File: src/rtl/vga_timing_generator.sv
// 640x480@60 Hz scan timing. A clock divider produces a pixel tick. On each
// tick the horizontal and vertical scan counters advance. Sync, bright and
// frameStart are taken from the next counter values and registered on the
// same edge, so they always line up with the hCount/vCount presented.
module vga_timing_generator #(
    parameter int CLK_DIV     = 4,
    parameter int H_TOTAL     = 800,
    parameter int H_SYNC      = 96,
    parameter int H_VIS_START = 144,
    parameter int H_VIS_END   = 784,
    parameter int V_TOTAL     = 525,
    parameter int V_SYNC      = 2,
    parameter int V_VIS_START = 35,
    parameter int V_VIS_END   = 515
) (
    input  logic       clk,
    input  logic       rst_n,
    output logic       pixTick,
    output logic [9:0] hCount,
    output logic [9:0] vCount,
    output logic       hSync,
    output logic       vSync,
    output logic       bright,
    output logic       frameStart,
    output logic [7:0] frameCount
);

    localparam int DIV_W = (CLK_DIV > 1) ? $clog2(CLK_DIV) : 1;
    localparam logic [DIV_W-1:0] DIV_LAST = DIV_W'(CLK_DIV - 1);

    localparam logic [9:0] H_LAST  = 10'(H_TOTAL - 1);
    localparam logic [9:0] V_LAST  = 10'(V_TOTAL - 1);
    localparam logic [9:0] H_SYNC_C = 10'(H_SYNC);
    localparam logic [9:0] V_SYNC_C = 10'(V_SYNC);
    localparam logic [9:0] H_VS_C  = 10'(H_VIS_START);
    localparam logic [9:0] H_VE_C  = 10'(H_VIS_END);
    localparam logic [9:0] V_VS_C  = 10'(V_VIS_START);
    localparam logic [9:0] V_VE_C  = 10'(V_VIS_END);

    logic [DIV_W-1:0] divCnt;
    logic [DIV_W-1:0] divNext;
    logic [9:0]       hNext;
    logic [9:0]       vNext;
    logic             frameWrap;

    // Next divider value and next scan position assuming a tick happens now.
    always_comb begin
        divNext   = (divCnt == DIV_LAST) ? '0 : divCnt + 1'b1;
        hNext     = hCount;
        vNext     = vCount;
        frameWrap = 1'b0;
        if (hCount == H_LAST) begin
            hNext = '0;
            if (vCount == V_LAST) begin
                vNext     = '0;
                frameWrap = 1'b1;
            end else begin
                vNext = vCount + 10'd1;
            end
        end else begin
            hNext = hCount + 10'd1;
        end
    end

    // Clock divider. pixTick is high during the cycle in which the divider
    // sits at its terminal value, so it is registered from divNext.
    always_ff @(posedge clk or negedge rst_n) begin
        if (!rst_n) begin
            divCnt  <= '0;
            pixTick <= 1'b0;
        end else begin
            divCnt  <= divNext;
            pixTick <= (divNext == DIV_LAST);
        end
    end

    // Scan counters and derived outputs. These advance on the edge that
    // closes a pixTick cycle and hold between ticks.
    always_ff @(posedge clk or negedge rst_n) begin
        if (!rst_n) begin
            hCount     <= '0;
            vCount     <= '0;
            hSync      <= 1'b0;
            vSync      <= 1'b0;
            bright     <= 1'b0;
            frameStart <= 1'b0;
            frameCount <= '0;
        end else begin
            frameStart <= pixTick && frameWrap;
            if (pixTick) begin
                hCount <= hNext;
                vCount <= vNext;
                hSync  <= (hNext >= H_SYNC_C);
                vSync  <= (vNext >= V_SYNC_C);
                bright <= (hNext >= H_VS_C) && (hNext < H_VE_C) &&
                          (vNext >= V_VS_C) && (vNext < V_VE_C);
                if (frameWrap) begin
                    frameCount <= frameCount + 8'd1;
                end
            end
        end
    end

endmodule

File: config.mk
export PLATFORM = sky130hd
export DESIGN_NAME = vga_timing_generator
export DESIGN_NICKNAME = d
export VERILOG_FILES = /design/src/rtl/vga_timing_generator.sv
export SDC_FILE = /design/constraint.sdc
export NUM_CORES = 1
export LEC_CHECK = 0
export ABC_AREA = 1
export BUFFER_PORTS_ARGS = -buffer_cell sky130_fd_sc_hd__buf_2
export CAP_MARGIN = 5
export CORE_MARGIN = 2
export CORE_UTILIZATION = 48
export CTS_CLUSTER_SIZE = 16
export DETAILED_ROUTE_END_ITERATION = 12
export GPL_TIMING_DRIVEN = 0
export PLACE_DENSITY = 0.67
export SLEW_MARGIN = 25
export SYNTH_ARGS = -nofsm -noshare
export SYNTH_HDL_FRONTEND = slang
export SYNTH_SLANG_ARGS = --single-unit
File: constraint.sdc
create_clock -name clk -period 3.11 [get_ports clk]
set_input_delay 0.311 -clock clk [delete_from_list [all_inputs] [get_ports clk]]
set_output_delay 0.311 -clock clk [all_outputs]
set_load 0.01 [all_outputs]
# [After elaboration in Yosys (flattened, before gate mapping)]
# Index checks and enable logic that the tools add are counted.
[word_totals] out_inout_bits=33 wordCells=34 in_bits=2 ff_bits=35
[op_classes] magnitude_cmp=6 n_addsub=4 reduce_logical=5 eq_ne=4 mux=6
[ops] operator="$mux 10" count=3
[ops] operator="$add 10x1->10 const B" count=2
[ops] operator="$eq 10x10->1 const B" count=2
[ops] operator="$lt 10x10->1 const B" count=2
[ops] operator="$ge 10x2->1 const B" count=1
[ops] operator="$ge 10x6->1 const B" count=1
[ops] operator="$ge 10x7->1 const B" count=1
[ops] operator="$ge 10x8->1 const B" count=1
[ops] operator="$add 8x1->8 const B" count=1
[ops] operator="$eq 2x2->1 const B" count=2
[ops] operator="$logic_and 1x1->1" count=4
[ops] operator="$add 2x1->2 const B" count=1
[ops] operator="$mux 1" count=2
[ops] operator="$mux 2" count=1
[ops] operator="$reduce_and 2->1" count=1

# [Logic depth before layout (Yosys ltp)]
[logic_depth] word_depth=6 mapped_depth=15 mapped_depth_nobuf=14

# [Worst setup path before layout]
# OpenSTA, ideal clock, no wires.
[synth_timing] path_type="reg2reg" startpoint="register hCount[1]" endpoint="register bright" path_stages_with_launch=14 path_slack_ns=1.221 setup_ns=0.117 n_path_buf=1 arrival_time_ns=1.772 synth_period_minus_slack_ns=1.889 required_time_ns=2.993 path_cell_list="dfrtp_1 -> ha_1 -> nand2_2 -> nor2_8 -> inv_4 -> nor2_8 -> buf_6 -> nand3_1 -> a21oi_2 -> nor2_1 -> nand2_1 -> nand2_1 -> nand3_1 -> nand2_1"
[synth_between] elab_chain_len=6 elab_cells_between_ends=11 cone_classes="add/sub (1); order compare (4); eq/ne (1); mux (2); reduce/logical (3)"
[synth_rtl] element="start, declared" line="19" rtl="output logic [9:0] hCount,"
[synth_rtl] element="start signal, assigned" line="91" rtl="hCount <= hNext;"
[synth_rtl] element="$add 10x1->10 or $eq 10x10->1 (tied branches)" line="61, 52"
[synth_rtl] element="$mux 10" line="52" rtl="if (hCount == H_LAST) begin"
[synth_rtl] element="$ge 10x8->1 or $lt 10x10->1 (tied branches)" line="95" rtl="bright <= (hNext >= H_VS_C) && (hNext < H_VE_C) &&"
[synth_rtl] element="$logic_and 1x1->1 (2 in series)" line="95"
[synth_rtl] element="$logic_and 1x1->1 *" line="96" rtl="(vNext >= V_VS_C) && (vNext < V_VE_C);"
[synth_rtl] element="end signal, assigned" line="95"
[synth_rtl] element="end, declared" line="23" rtl="output logic bright,"
# Mark *: on every way between the ends. The rest lies on a longest branch, timed or not.
# A chain may end at the register's enable or synchronous reset.

# [Worst setup path after layout]
# Same ends and word-level chain as after synthesis.

==> metrics.md <==
| Metric | Value |
|---|---|
| Fmax | `475 MHz` |
| H-Tree Level Count | `2` |
| Power density over the cells | `318 nW/µm²` |
| Antenna-violating nets left | `0` |
| Clock skew | `0.00585 ns` |
| Clock share of power | `0.420` |
| Worst setup EP type | `flip-flop` |
| Fin. Hold Viols | `0` |
| Antenna Cells | `0` |
| Setup TNS | `0 ns` |
| Non-Filler Cell Area, Final | `2510 µm²` |
| TritonCTS clock tree | `done` |
| Post-synth EDFFs | `0` |
| NetSw | `188 µW` |
| Worst vdd ir | `0.265 mV` |
| Fillers | `417` |
| Vias per cell | `5.08` |
| Die H | `71.6 µm` |
| DRC errors left | `0` |
| CTS Buf Count | `5` |
| RSZ-0062 raised after global routing | `no` |
| Largest net degree at the start of global routing | `36` |
| Number of cells produced by synthesis | `297` |
| Worst r2r src | `hCount[1]` |
| Wl on met1 | `2.47 mm` |
| Width of the chip | `71.6 µm` |
| Worst-Margin Slew | `0.796 ns` |
| Worst-path maximum fanout | `10` |
| Syn_nets | `306` |
| Initial antenna violation count | `0` |
| DP Area | `2430 µm²` |
| Total Nets Final | `347` |
| Min Tclk post-route | `2.10 ns` |
| Max capacitance violation total | `0` |
| DRT Pass-1 Iters | `4` |
| Post-cts sizing count | `0` |
| Setup crit start | `hCount[1]` |
| WP data arrival | `2.34 ns` |
| GRT overflow | `0` |
| DR WL met3 | `252 µm` |
| Sequential share of power | `0.569` |
| Top_reg_cell synth | `dfrtp_1` |
| Crit Path Category | `reg2reg` |
| Die Area | `5130 µm²` |
| Top sig layer | `met4` |
| Wirelength per Cell | `12.9 µm` |
| Final setup fails | `0` |
| Static leakage | `0.00145 µW` |
| Worst R2R Path Depth | `14` |
| Top cell type's share of synthesized area | `0.399` |
| Clk root buf | `clkbuf_8` |
| R2r setup slk | `1.01 ns` |
| Vias in the first global route | `1954` |
| Yosys top cell by area | `dfrtp_1` |
| Layout cells sized above 1 | `0.177` |
| Top cells by area, synth | `dfrtp_1 (40%), nand2_1 (16%), nand3_1 (6.2%)` |
| Max Transition Viols Final | `0` |
| # IOs | `35` |
| Routed WL | `5.04 mm` |
| Synthesis warning total | `0` |
| Vias | `1988` |
| Total track usage | `0.220` |
| Avg Cell Area, Syn | `7.39 µm²` |
| Initial Util | `0.501` |
| Sequential-to-total area share from yosys stat | `0.399` |
| Most frequent cells after synthesis | `nand2_1 (93), dfrtp_1 (35), inv_1 (33), nor2_1 (31), nand3_1 (27)` |
| I/O Buffers | `34` |
| Clock transition at path regs | `0.08 ns` |
| Cell Area, Synth | `2190 µm²` |
| WL met2 | `2.23 mm` |
| Post-CTS setup buffer count | `0` |
| Power Internal | `612 µW` |
| Num rows | `24` |
| Worst skew pair latency | `0.29 ns` |
| Crit path to | `bright` |
| Synth-to-Final Area Change | `14.6%` |
| Asr flop ratio synth | `1.00` |
| Switching Fraction | `0.235` |
| Post-DP HPWL | `3.60 mm` |
| R2r endpoint | `bright` |
| DRT iter0 DRCs | `212` |
| Most instantiated library cell after synthesis | `nand2_1` |
| Outcome | `complete, no violations` |
| Logic gate share of total power | `0.011` |
| First-pass GRT wire length | `8.91 mm` |
| Rel. slew slack | `0.469` |
| Period utilization | `0.677` |
| Worst hold path type | `in2async` |
| Critical Path Start Type | `flip-flop` |
| Synth Register Bits | `35` |
| Cell variety after synth | `28` |
| # hold bufs at CTS | `0` |
| Clock buffer depth | `2` |
| CTS Sinks | `35` |
| Core ar. | `4380 µm²` |
| GP Congestion | `0.873` |
| CP required | `3.34 ns` |
-- cell families (layout without fill, tap and decap cells) --
group	count (synthesis)	in the layout	share of synthesized area
flip-flops	35	35	0.399
AO/OA/AOI/OAI	28	28	0.0673
XOR/XNOR	11	11	0.0439
AND/OR/NAND/NOR	173	173	0.369
adder cells (fa/ha/maj)	7	7	0.0399
buffers and inverters	43	85	0.0804
-- layout by cell type (no fill, tap or decap), types with 2 or more instances in the layout --
cell and count:
xnor2_1 4, nor2_1 31, nor2_2 3, buf_2 36, clkbuf_1 5, nand3_1 27, nand2_1 93, xor2_1 7
inv_4 2, dfrtp_1 35, a21oi_1 5, clkbuf_8 5, nand2_2 2, nand4_1 8, o21ai_0 20, inv_1 33
nor2_8 3, ha_1 7
-- worst min path at each step --
| stage | from | to | slack [ns] |
|---|---|---|---|
| 3_3_place_gp | rst_n | hCount[9] | 0.44 |
| 4_1_cts | rst_n | hCount[9] | 0.13 |
| 2_1_floorplan | rst_n | bright | 0.02 |
| 6_report | rst_n | hCount[9] | 0.1 |
| 3_5_place_dp | rst_n | hCount[9] | 0.45 |
| 5_1_grt | rst_n | hCount[9] | 0.18 |
-- worst max-delay path, stage by stage (launching register included) --
cell,delay [ns]
dfrtp_1,0.44
ha_1,0.21
nand2_2,0.10
nor2_8,0.19
nand2_1,0.14
buf_2,0.24
nand2_1,0.09
nand2_1,0.08
nor2_1,0.09
nand2_1,0.09
nor2_1,0.14
nand2_1,0.06
nand2_1,0.05
nand3_1,0.06
nand2_1,0.06
-- state kept, by name, indices dropped and copies added, names as in the netlist --
name and count:
vSync 1, vCount 10, hSync 1, divCnt 2
frameCount 8, bright 1, hCount 10, pixTick 1
frameStart 1
-- metrics by stage --
stage | util | setup slack (ns) | hold slack (ns) | total power [µW] | std cells
finish | 0.574 | 1.01 | 0.0962 | 799 | 391
CTS | 0.574 | 1.00 | 0.130 | 810 | 391
floorplan | - | 1.22 | 0.0154 | 464 | 297
global placement | 0.554 | 1.05 | 0.435 | 473 | 383
detailed placement | 0.554 | 1.03 | 0.445 | 474 | 383
global route | 0.574 | 0.786 | 0.182 | 827 | 391
-- area by class of cell --
class                           count  area (µm²)  area share
Multi-Input combinational cell    219        1140       0.454
Inverter                           36         140      0.0557
Tap cell                           52        65.1      0.0259
Buffer                              7        36.3      0.0144
Clock buffer                        6        72.6      0.0289
Sequential cell                    35         876       0.348
Timing Repair Buffer               34         170      0.0677
Clock inverter                      2        12.5     0.00498
-- metal layers --
metal	track usage	vias up
met1	0.307	894
met5	0	-
li1	-	1031
met2	0.338	53
met4	0.0922	0
met3	0.0366	10
-- power groups by stage --
stage / clock network (µW) / registers (µW) / logic, µW
2_1_floorplan: 0 / 464 / 0.000754
3_3_place_gp: 0 / 464 / 9.78
3_5_place_dp: 0 / 464 / 10.0
4_1_cts: 345 / 455 / 10.1
5_1_grt: 361 / 455 / 11.5
6_report: 336 / 455 / 9.17
Power figures use the tool's default switching activity.
